<file path="src/rtl/fir_pkg.sv">
// Shared types and sizes for the FIR decimator input packer.
// Latency: none (declarations only).
// Backpressure: n/a.
package fir_pkg;

    localparam int CHANNELS = 2;
    localparam int DW       = 16;
    localparam int PSAMPLES = 8;
    localparam int PACK_W   = CHANNELS * PSAMPLES * DW;
    localparam int LCW      = $clog2(PSAMPLES);

    typedef logic signed [DW-1:0]    sample_t;
    typedef sample_t [CHANNELS-1:0]  pair_t;
    typedef logic [PACK_W-1:0]       packed_word_t;

    // IDLE: no partial word held; FILL: 0 < lane_cnt < PSAMPLES.
    typedef enum logic {
        IDLE = 1'b0,
        FILL = 1'b1
    } pack_state_e;

    // Bit offset of channel c, lane l inside a packed word.
    function automatic int lane_lsb(input int c, input int l);
        return (c * PSAMPLES + l) * DW;
    endfunction

endpackage

</file>
<file path="src/rtl/fir_hold_reg.sv">
// Single-entry valid/ready holding register; loads and drains in the same cycle.
// Latency: 1 cycle from input handshake to out_vld_o.
// Backpressure: in_rdy_o = empty or draining this cycle; out_vld_o is registered.
// Ports: clk_i/rst_i (async active-high), in_* producer side, out_* consumer side.
module fir_hold_reg #(
    parameter int W = 8
) (
    input  logic         clk_i,
    input  logic         rst_i,
    input  logic         in_vld_i,
    output logic         in_rdy_o,
    input  logic [W-1:0] in_dat_i,
    output logic         out_vld_o,
    input  logic         out_rdy_i,
    output logic [W-1:0] out_dat_o
);

    logic         full_q, full_d;
    logic [W-1:0] dat_q, dat_d;

    assign in_rdy_o  = !full_q || out_rdy_i;
    assign out_vld_o = full_q;
    assign out_dat_o = dat_q;

    always_comb begin
        full_d = full_q;
        dat_d  = dat_q;
        if (in_vld_i && in_rdy_o) begin
            // A load wins over a drain: the slot stays full with new data.
            full_d = 1'b1;
            dat_d  = in_dat_i;
        end else if (out_rdy_i) begin
            full_d = 1'b0;
        end
    end

    always_ff @(posedge clk_i or posedge rst_i) begin
        if (rst_i) begin
            full_q <= 1'b0;
            dat_q  <= '0;
        end else begin
            full_q <= full_d;
            dat_q  <= dat_d;
        end
    end

endmodule

</file>
<file path="src/rtl/fir_lane_packer.sv">
// Packs PSAMPLES consecutive {ch1,ch0} sample pairs into one wide word for the FIR.
// Latency: m_tvalid rises 1 cycle after the word-completing pair is accepted.
// Backpressure: only a word-completing beat stalls, and only while the held word is not draining.
// Ports: clk, rst (async active-high); s_t* pair input stream; m_t* packed word output;
// words_out counts output handshakes. Optional FIR_PACK_FLUSH_EN adds s_tlast/m_tlast:
// a tlast beat closes the word early with unfilled lanes zeroed.
module fir_lane_packer
    import fir_pkg::*;
(
    input  logic                     clk,
    input  logic                     rst,
    input  logic                     s_tvalid,
    output logic                     s_tready,
    input  logic [CHANNELS*DW-1:0]   s_tdata,
`ifdef FIR_PACK_FLUSH_EN
    input  logic                     s_tlast,
`endif
    output logic                     m_tvalid,
    input  logic                     m_tready,
    output logic [PACK_W-1:0]        m_tdata,
`ifdef FIR_PACK_FLUSH_EN
    output logic                     m_tlast,
`endif
    output logic [31:0]              words_out
);

    pack_state_e                state_q, state_d;
    logic [LCW-1:0]             lane_cnt_q, lane_cnt_d;
    pair_t [PSAMPLES-2:0]       asm_q;
    logic                       rdy_en_q;
    logic [31:0]                words_q;

    logic                       beat_last;
    logic                       closes_word;
    logic                       hold_in_rdy;
    logic                       accept;
    logic                       complete;
    packed_word_t               word_d;

`ifdef FIR_PACK_FLUSH_EN
    assign beat_last = s_tlast;
`else
    assign beat_last = 1'b0;
`endif

    // The beat in lane PSAMPLES-1 (or a tlast beat) closes the word and must
    // find the holding register free or draining.
    assign closes_word = (lane_cnt_q == LCW'(PSAMPLES - 1)) || beat_last;
    // rdy_en_q keeps s_tready low through reset and for the release cycle.
    assign s_tready    = rdy_en_q && !(closes_word && !hold_in_rdy);
    assign accept      = s_tvalid && s_tready;
    assign complete    = accept && closes_word;

    // Lanes below lane_cnt come from the assembly register, the current lane
    // from the incoming beat; lanes above stay zero (only reachable on flush).
    always_comb begin
        word_d = '0;
        for (int l = 0; l < PSAMPLES - 1; l++) begin
            if (state_q == FILL && l < int'(lane_cnt_q)) begin
                for (int c = 0; c < CHANNELS; c++) begin
                    word_d[lane_lsb(c, l) +: DW] = asm_q[l][c];
                end
            end
        end
        for (int c = 0; c < CHANNELS; c++) begin
            word_d[(c * PSAMPLES + int'(lane_cnt_q)) * DW +: DW] = s_tdata[c * DW +: DW];
        end
    end

    always_comb begin
        state_d    = state_q;
        lane_cnt_d = lane_cnt_q;
        if (accept) begin
            if (closes_word) begin
                state_d    = IDLE;
                lane_cnt_d = '0;
            end else begin
                state_d    = FILL;
                lane_cnt_d = lane_cnt_q + 1'b1;
            end
        end
    end

    always_ff @(posedge clk or posedge rst) begin
        if (rst) begin
            state_q    <= IDLE;
            lane_cnt_q <= '0;
            asm_q      <= '0;
            rdy_en_q   <= 1'b0;
            words_q    <= '0;
        end else begin
            state_q    <= state_d;
            lane_cnt_q <= lane_cnt_d;
            rdy_en_q   <= 1'b1;
            if (accept && !closes_word) begin
                asm_q[lane_cnt_q] <= pair_t'(s_tdata);
            end
            if (m_tvalid && m_tready) begin
                words_q <= words_q + 32'd1;
            end
        end
    end

    assign words_out = words_q;

`ifdef FIR_PACK_FLUSH_EN
    localparam int HOLD_W = PACK_W + 1;
    logic [HOLD_W-1:0] hold_in, hold_out;
    assign hold_in = {beat_last, word_d};
    assign m_tdata = hold_out[PACK_W-1:0];
    assign m_tlast = hold_out[PACK_W];
`else
    localparam int HOLD_W = PACK_W;
    logic [HOLD_W-1:0] hold_in, hold_out;
    assign hold_in = word_d;
    assign m_tdata = hold_out;
`endif

    fir_hold_reg #(
        .W (HOLD_W)
    ) u_hold (
        .clk_i     (clk),
        .rst_i     (rst),
        .in_vld_i  (complete),
        .in_rdy_o  (hold_in_rdy),
        .in_dat_i  (hold_in),
        .out_vld_o (m_tvalid),
        .out_rdy_i (m_tready),
        .out_dat_o (hold_out)
    );

endmodule

</file>
<file path="config.mk">
export PLATFORM = sky130hd
export DESIGN_NAME = fir_lane_packer
export DESIGN_NICKNAME = d
export VERILOG_FILES = /design/src/rtl/fir_pkg.sv /design/src/rtl/fir_hold_reg.sv /design/src/rtl/fir_lane_packer.sv
export SDC_FILE = /design/constraint.sdc
export NUM_CORES = 1
export LEC_CHECK = 0
export CAP_MARGIN = 10
export CORE_UTILIZATION = 40
export CTS_CLUSTER_DIAMETER = 60
export CTS_CLUSTER_SIZE = 28
export DETAILED_ROUTE_END_ITERATION = 10
export PLACE_DENSITY_LB_ADDON = 0.2
export RECOVER_POWER = 50
export SLEW_MARGIN = 20
export SYNTH_ARGS = -nofsm -noshare
export SYNTH_HDL_FRONTEND = slang
export SYNTH_SLANG_ARGS = --single-unit
export TNS_END_PERCENT = 20
</file>
<file path="constraint.sdc">
create_clock -name clk -period 19.4 [get_ports clk]
set_input_delay 3.88 -clock clk [delete_from_list [all_inputs] [get_ports clk]]
set_output_delay 3.88 -clock clk [all_outputs]
set_load 0.05 [all_outputs]
</file>
# Word-level counts from Yosys, hierarchy flattened
# Cells that the tools add are included.
# op_classes
add_sub_neg	5
n_lt_le_gt_ge	9
n_eq_ne	1
shifts	4
muxes	23
n_reduce_logical	21
# ops
operator	count
$bwmux W256	2
$shift A16 B33 Y256 const A	2
$shiftx A16 B33 Y256	2
$bwmux W224	1
$mux W16	14
$demux W32 S3	1
$neg A7 Y33	1
$neg A9 Y33	1
$add A32 B1 Y32 const B	1
$mux W32	1
$logic_and A1 B1 Y1	15
$lt A3 B3 Y1 const A	3
$lt A1 B3 Y1 const A	2
$lt A2 B3 Y1 const A	2
$add A4 B3 Y5 const A	1
$logic_not A1 Y1	4
$lt A3 B4 Y1 const B	1
$add A3 B1 Y3 const B	1
$eq A3 B3 Y1 const B	1
$ge A3 B1 Y1 const B	1
$mux W1	3
$mux W3	1
$reduce_bool A2 Y1	1
$logic_or A1 B1 Y1	1
# word_totals
ff_bits	518
input_bits	36
output_inout_bits	290
wordCells	83

# Depth between registers and ports, before layout
# depth
word_depth	10
mapped_depth	12
ltp_nobuf	7

# Cells and area by module
# Synthesis repeated with hierarchy kept, for this count alone.
# hier_totals
cells_unflattened	1894
hier_area_um2	24599.8
# by_module_without_submodules
module	n_inst	cells_each	area_each_um2	seq_area_each_um2
fir_lane_packer	1	1349	14183.6	6531.3
fir_hold_reg	1	545	10416.2	6431.2

# Worst setup path after synthesis
# Ideal clock, no wire load.
# synth_timing
path_kind	input -> output
startpoint	input m_tready
endpoint	output s_tready
arrival_time_ps	4541
required_ps	15520
path_slack_ps	10979
stages	2
n_path_buf	0
path_cell_list	nand2b_1 > o21a_1
# synth_between
elab_chain_len	5
# synth_lines
item	line_no	text
from (decl)	fir_lane_packer.sv:19	input logic m_tready,
$logic_or A1 B1 Y1	fir_hold_reg.sv:21	assign in_rdy_o = !full_q || out_rdy_i;
$logic_not A1 Y1	fir_lane_packer.sv:50	assign s_tready = rdy_en_q && !(closes_word && !hold_in_rdy);
$logic_and A1 B1 Y1	fir_lane_packer.sv:50	
$logic_not A1 Y1	fir_lane_packer.sv:50	
$logic_and A1 B1 Y1	fir_lane_packer.sv:50	
to (decl)	fir_lane_packer.sv:13	output logic s_tready,
# Every way passes these cells.

==> results.sh <==
export IMPL_status="finished, violations left"
export IMPL_violations="max-capacitance violations, max-slew violations"
export IMPL_hold_buffers=0
export IMPL_core_area_sq_mm=0.0566
export IMPL_worstReg2RegStart="lane_cnt_q[1]$_DFFE_PP0N_"
export IMPL_power_leakage_nw=11.7
export IMPL_grt_pass1_vias=17200
export IMPL_drc=0
export IMPL_power_density_mw_per_mm2=166
export IMPL_rrSetupSlack_ns=13.33
export IMPL_syn_inst=1993
export IMPL_die_h_um=242
export IMPL_syn_to_final_growth_pct=22.0
export IMPL_worstSkewPairLatency_ns=0.59
export IMPL_synth_top_cells_by_area="dfrtp_1 (56%), mux2_2 (11%), nand3_1 (2.8%), nand2_1 (2.8%), a32oi_1 (2.4%)"
export IMPL_place_gp_congestion=0.824
export IMPL_end_kind="async pin"
export IMPL_n_fill_cell=5051
export IMPL_yosys_area_top_type="dfrtp_1"
export IMPL_post_drt_wl_per_cell_um=23.8
export IMPL_clock_fmax_ghz=0.0939
export IMPL_rsz0062_at_grt="false"
export IMPL_clkTransAtPathRegs_ns=0.08
export IMPL_ys_types=67
export IMPL_crit_start="rst"
export IMPL_cp_cell_sequence="dlygate4sd3_1 > clkinvlp_2 > clkbuf_1"
export IMPL_cp_arrival_ns=9.97
export IMPL_critPathCapture="lane_cnt_q[0]$_DFFE_PP0N_"
export IMPL_cts_made_buffers=41
export IMPL_seq_area_sq_mm=0.0130
export IMPL_grt_use_total_pct=24.1
export IMPL_antennaDiodeCount=0
export IMPL_tns_ns=0
export IMPL_post_cts_buffers=0
export IMPL_clockBufferDepth=3
export IMPL_setup_violations_final=0
export IMPL_final_core_util_pct=49.6
export IMPL_wl_um=71300
export IMPL_design_die_area_sq_mm=0.0585
export IMPL_synth_top_area_share_pct=56.3
export IMPL_h_tree_depth=2
export IMPL_num_vias=17400
export IMPL_start_util_pct=40.7
export IMPL_first_pass_iters=5
export IMPL_period_minus_slack_ns=10.65
export IMPL_drtIter0Drc=1375
export IMPL_antenna_left=0
export IMPL_grt_pass1_wl_um=109000
export IMPL_required_ns=18.73
export IMPL_timing_max_cap_violations=13
export IMPL_cts_sink_count=518
export IMPL_avgSynthCellArea_sq_um=11.6
export IMPL_synth_edf_count=0
export IMPL_antenna_found_initial=3
export IMPL_grt_max_degree=116
export IMPL_crit_type="primary input to async pin"
export IMPL_ys_seq_area_share_pct=56.3
export IMPL_grt_ovfl_total=0
export IMPL_io_pins=326
export IMPL_nets=2258
export IMPL_synth_flop_cell="dfrtp_1"
export IMPL_root_buffer="clkbuf_16"
export IMPL_finClkSkew_ns=0.0179
export IMPL_synth_nets=2038
export IMPL_routed_via_density=5.81
export IMPL_die_width_um=242
export IMPL_synth_common_cells="dfrtp_1 (518), mux2_2 (234), nand2_1 (172), nor2_1 (134), nand3_1 (129)"
export IMPL_cts_tree="done"
export IMPL_report_final_slew_viol_count=689
export IMPL_r2r_cells=6
export IMPL_ys_async_sr_fraction_pct=100
export IMPL_max_stage_delay_ns=2.77
export IMPL_netlist_area_sq_mm=0.0230
export IMPL_synth_most_common_cell="dfrtp_1"
export IMPL_tightest_slew_ns=4.80
export IMPL_io_buffers=325
export IMPL_ir_drop_uv=114
export IMPL_rows=87
export IMPL_crit_path_max_fanout=105
export IMPL_r2r_end="u_hold.out_dat_o[135]$_DFFE_PP0P_"
export IMPL_hp_class="flop to flop"
export IMPL_cp_slowest_cell="clkbuf_1"
export IMPL_multi_input_area_sq_mm=0.00910
export IMPL_synth_ff_latch_count=518
export IMPL_max_slew_margin_pct=-220
export IMPL_startpoint_type="primary input"
export IMPL_drive_above_1_share_pct=17.0
export IMPL_post_route_period_util_pct=54.9
export IMPL_hpwl_um=46200
export IMPL_yosys_warnings=0
export IMPL_finalHoldViolCount=0
export IMPL_cts_resized=0
per-layer routing:
layer / part of all wire [%] / GRT usage (%)
met1: 43 / 33.1
met2: 48 / 39.2
met3: 6.0 / 4.32
met4: 2.6 / 6.52
met5: 0.024 / 0
area by class of cell:
class	instances	area share, %
multi-input combinational	1273	32.4
clock buffer	45	3.85
timing repair buffer	370	12.7
inverter	9	0.125
sequential	518	46.2
tap	756	3.37
clock inverter	28	1.43
logic make-up (layout without fill, tap and decap cells):
group,count (synthesis),in the layout,share of synthesized area [%]
and+or+nand+nor,547,547,11.3
DFF,518,518,56.3
AOI/OAI and AO/OA,427,427,13.8
muxes,258,258,12.6
buffers and inverters,202,452,4.33
xor gates and xnor gates,31,31,1.18
adders and majority gates,9,9,0.489
other,1,1,0.0163
sequential cells by signal, summed over array words and instances, names as in the netlist:
signal	cells
lane_cnt_q	3
u_hold.out_vld_o	1
words_out	32
rdy_en_q	1
state_q	1
u_hold.out_dat_o	256
asm_q	224
critical path: cells and delay by family:
family                 cells  cell delay, ns
buffers and inverters      3            5.95
worst min-delay path by stage:
stage          depth (start not counted)                              start                           endpoint  slack [ns]
6_report                               2  u_hold.out_dat_o[189]$_DFFE_PP0P_  u_hold.out_dat_o[189]$_DFFE_PP0P_        0.48
5_1_grt                                2  u_hold.out_dat_o[153]$_DFFE_PP0P_  u_hold.out_dat_o[153]$_DFFE_PP0P_        0.50
4_1_cts                                2  u_hold.out_dat_o[242]$_DFFE_PP0P_  u_hold.out_dat_o[242]$_DFFE_PP0P_        0.49
3_5_place_dp                           2  u_hold.out_dat_o[242]$_DFFE_PP0P_  u_hold.out_dat_o[242]$_DFFE_PP0P_        0.47
3_3_place_gp                           1          words_out[31]$_DFFE_PP0P_          words_out[31]$_DFFE_PP0P_        0.46
2_1_floorplan                          1             asm_q[123]$_DFFE_PP0P_             asm_q[123]$_DFFE_PP0P_        0.46
cells in the final DEF (no fill, tap or decap), types with 16 or more instances in the layout:
cell type	Yosys	routed
dfrtp_1	518	517
clkdlybuf4s50_1	0	270
mux2_2	234	234
nand2_1	172	172
nor2_1	134	134
nand3_1	129	129
a31oi_1	81	81
a32oi_1	64	64
o21ai_0	61	61
dlygate4sd3_1	0	55
a21oi_1	42	41
clkbuf_16	0	41
a22oi_1	32	32
a221oi_1	32	32
buf_4	19	31
nand4_1	26	26
xnor2_1	26	26
nor3_1	17	18
a32o_1	16	16
o221ai_1	16	16
o2bb2ai_1	16	16
where the power goes:
group	switching, mW	internal, mW	total, mW
clock	0.450	0.492	0.941
sequential	0.277	1.48	1.75
combinational	1.29	0.678	1.97
through the flow:
| step | instances | hold WS [ns] | setup slack [ns] | total power, mW | instance area [sq um] |
|---|---|---|---|---|---|
| after floorplan | 1993 | 0.458 | 1.05 | 3.09 | 23000 |
| after global placement | 2926 | 0.462 | 9.49 | 3.71 | 26700 |
| final | 2999 | 0.482 | 8.75 | 4.66 | 28100 |
| after global routing | 2999 | 0.500 | 7.35 | 4.89 | 28100 |
| after CTS | 2999 | 0.489 | 9.50 | 4.71 | 28100 |
| after detailed placement | 2926 | 0.471 | 9.51 | 3.76 | 26700 |
Note: power is estimated with default switching activity, not from simulation.
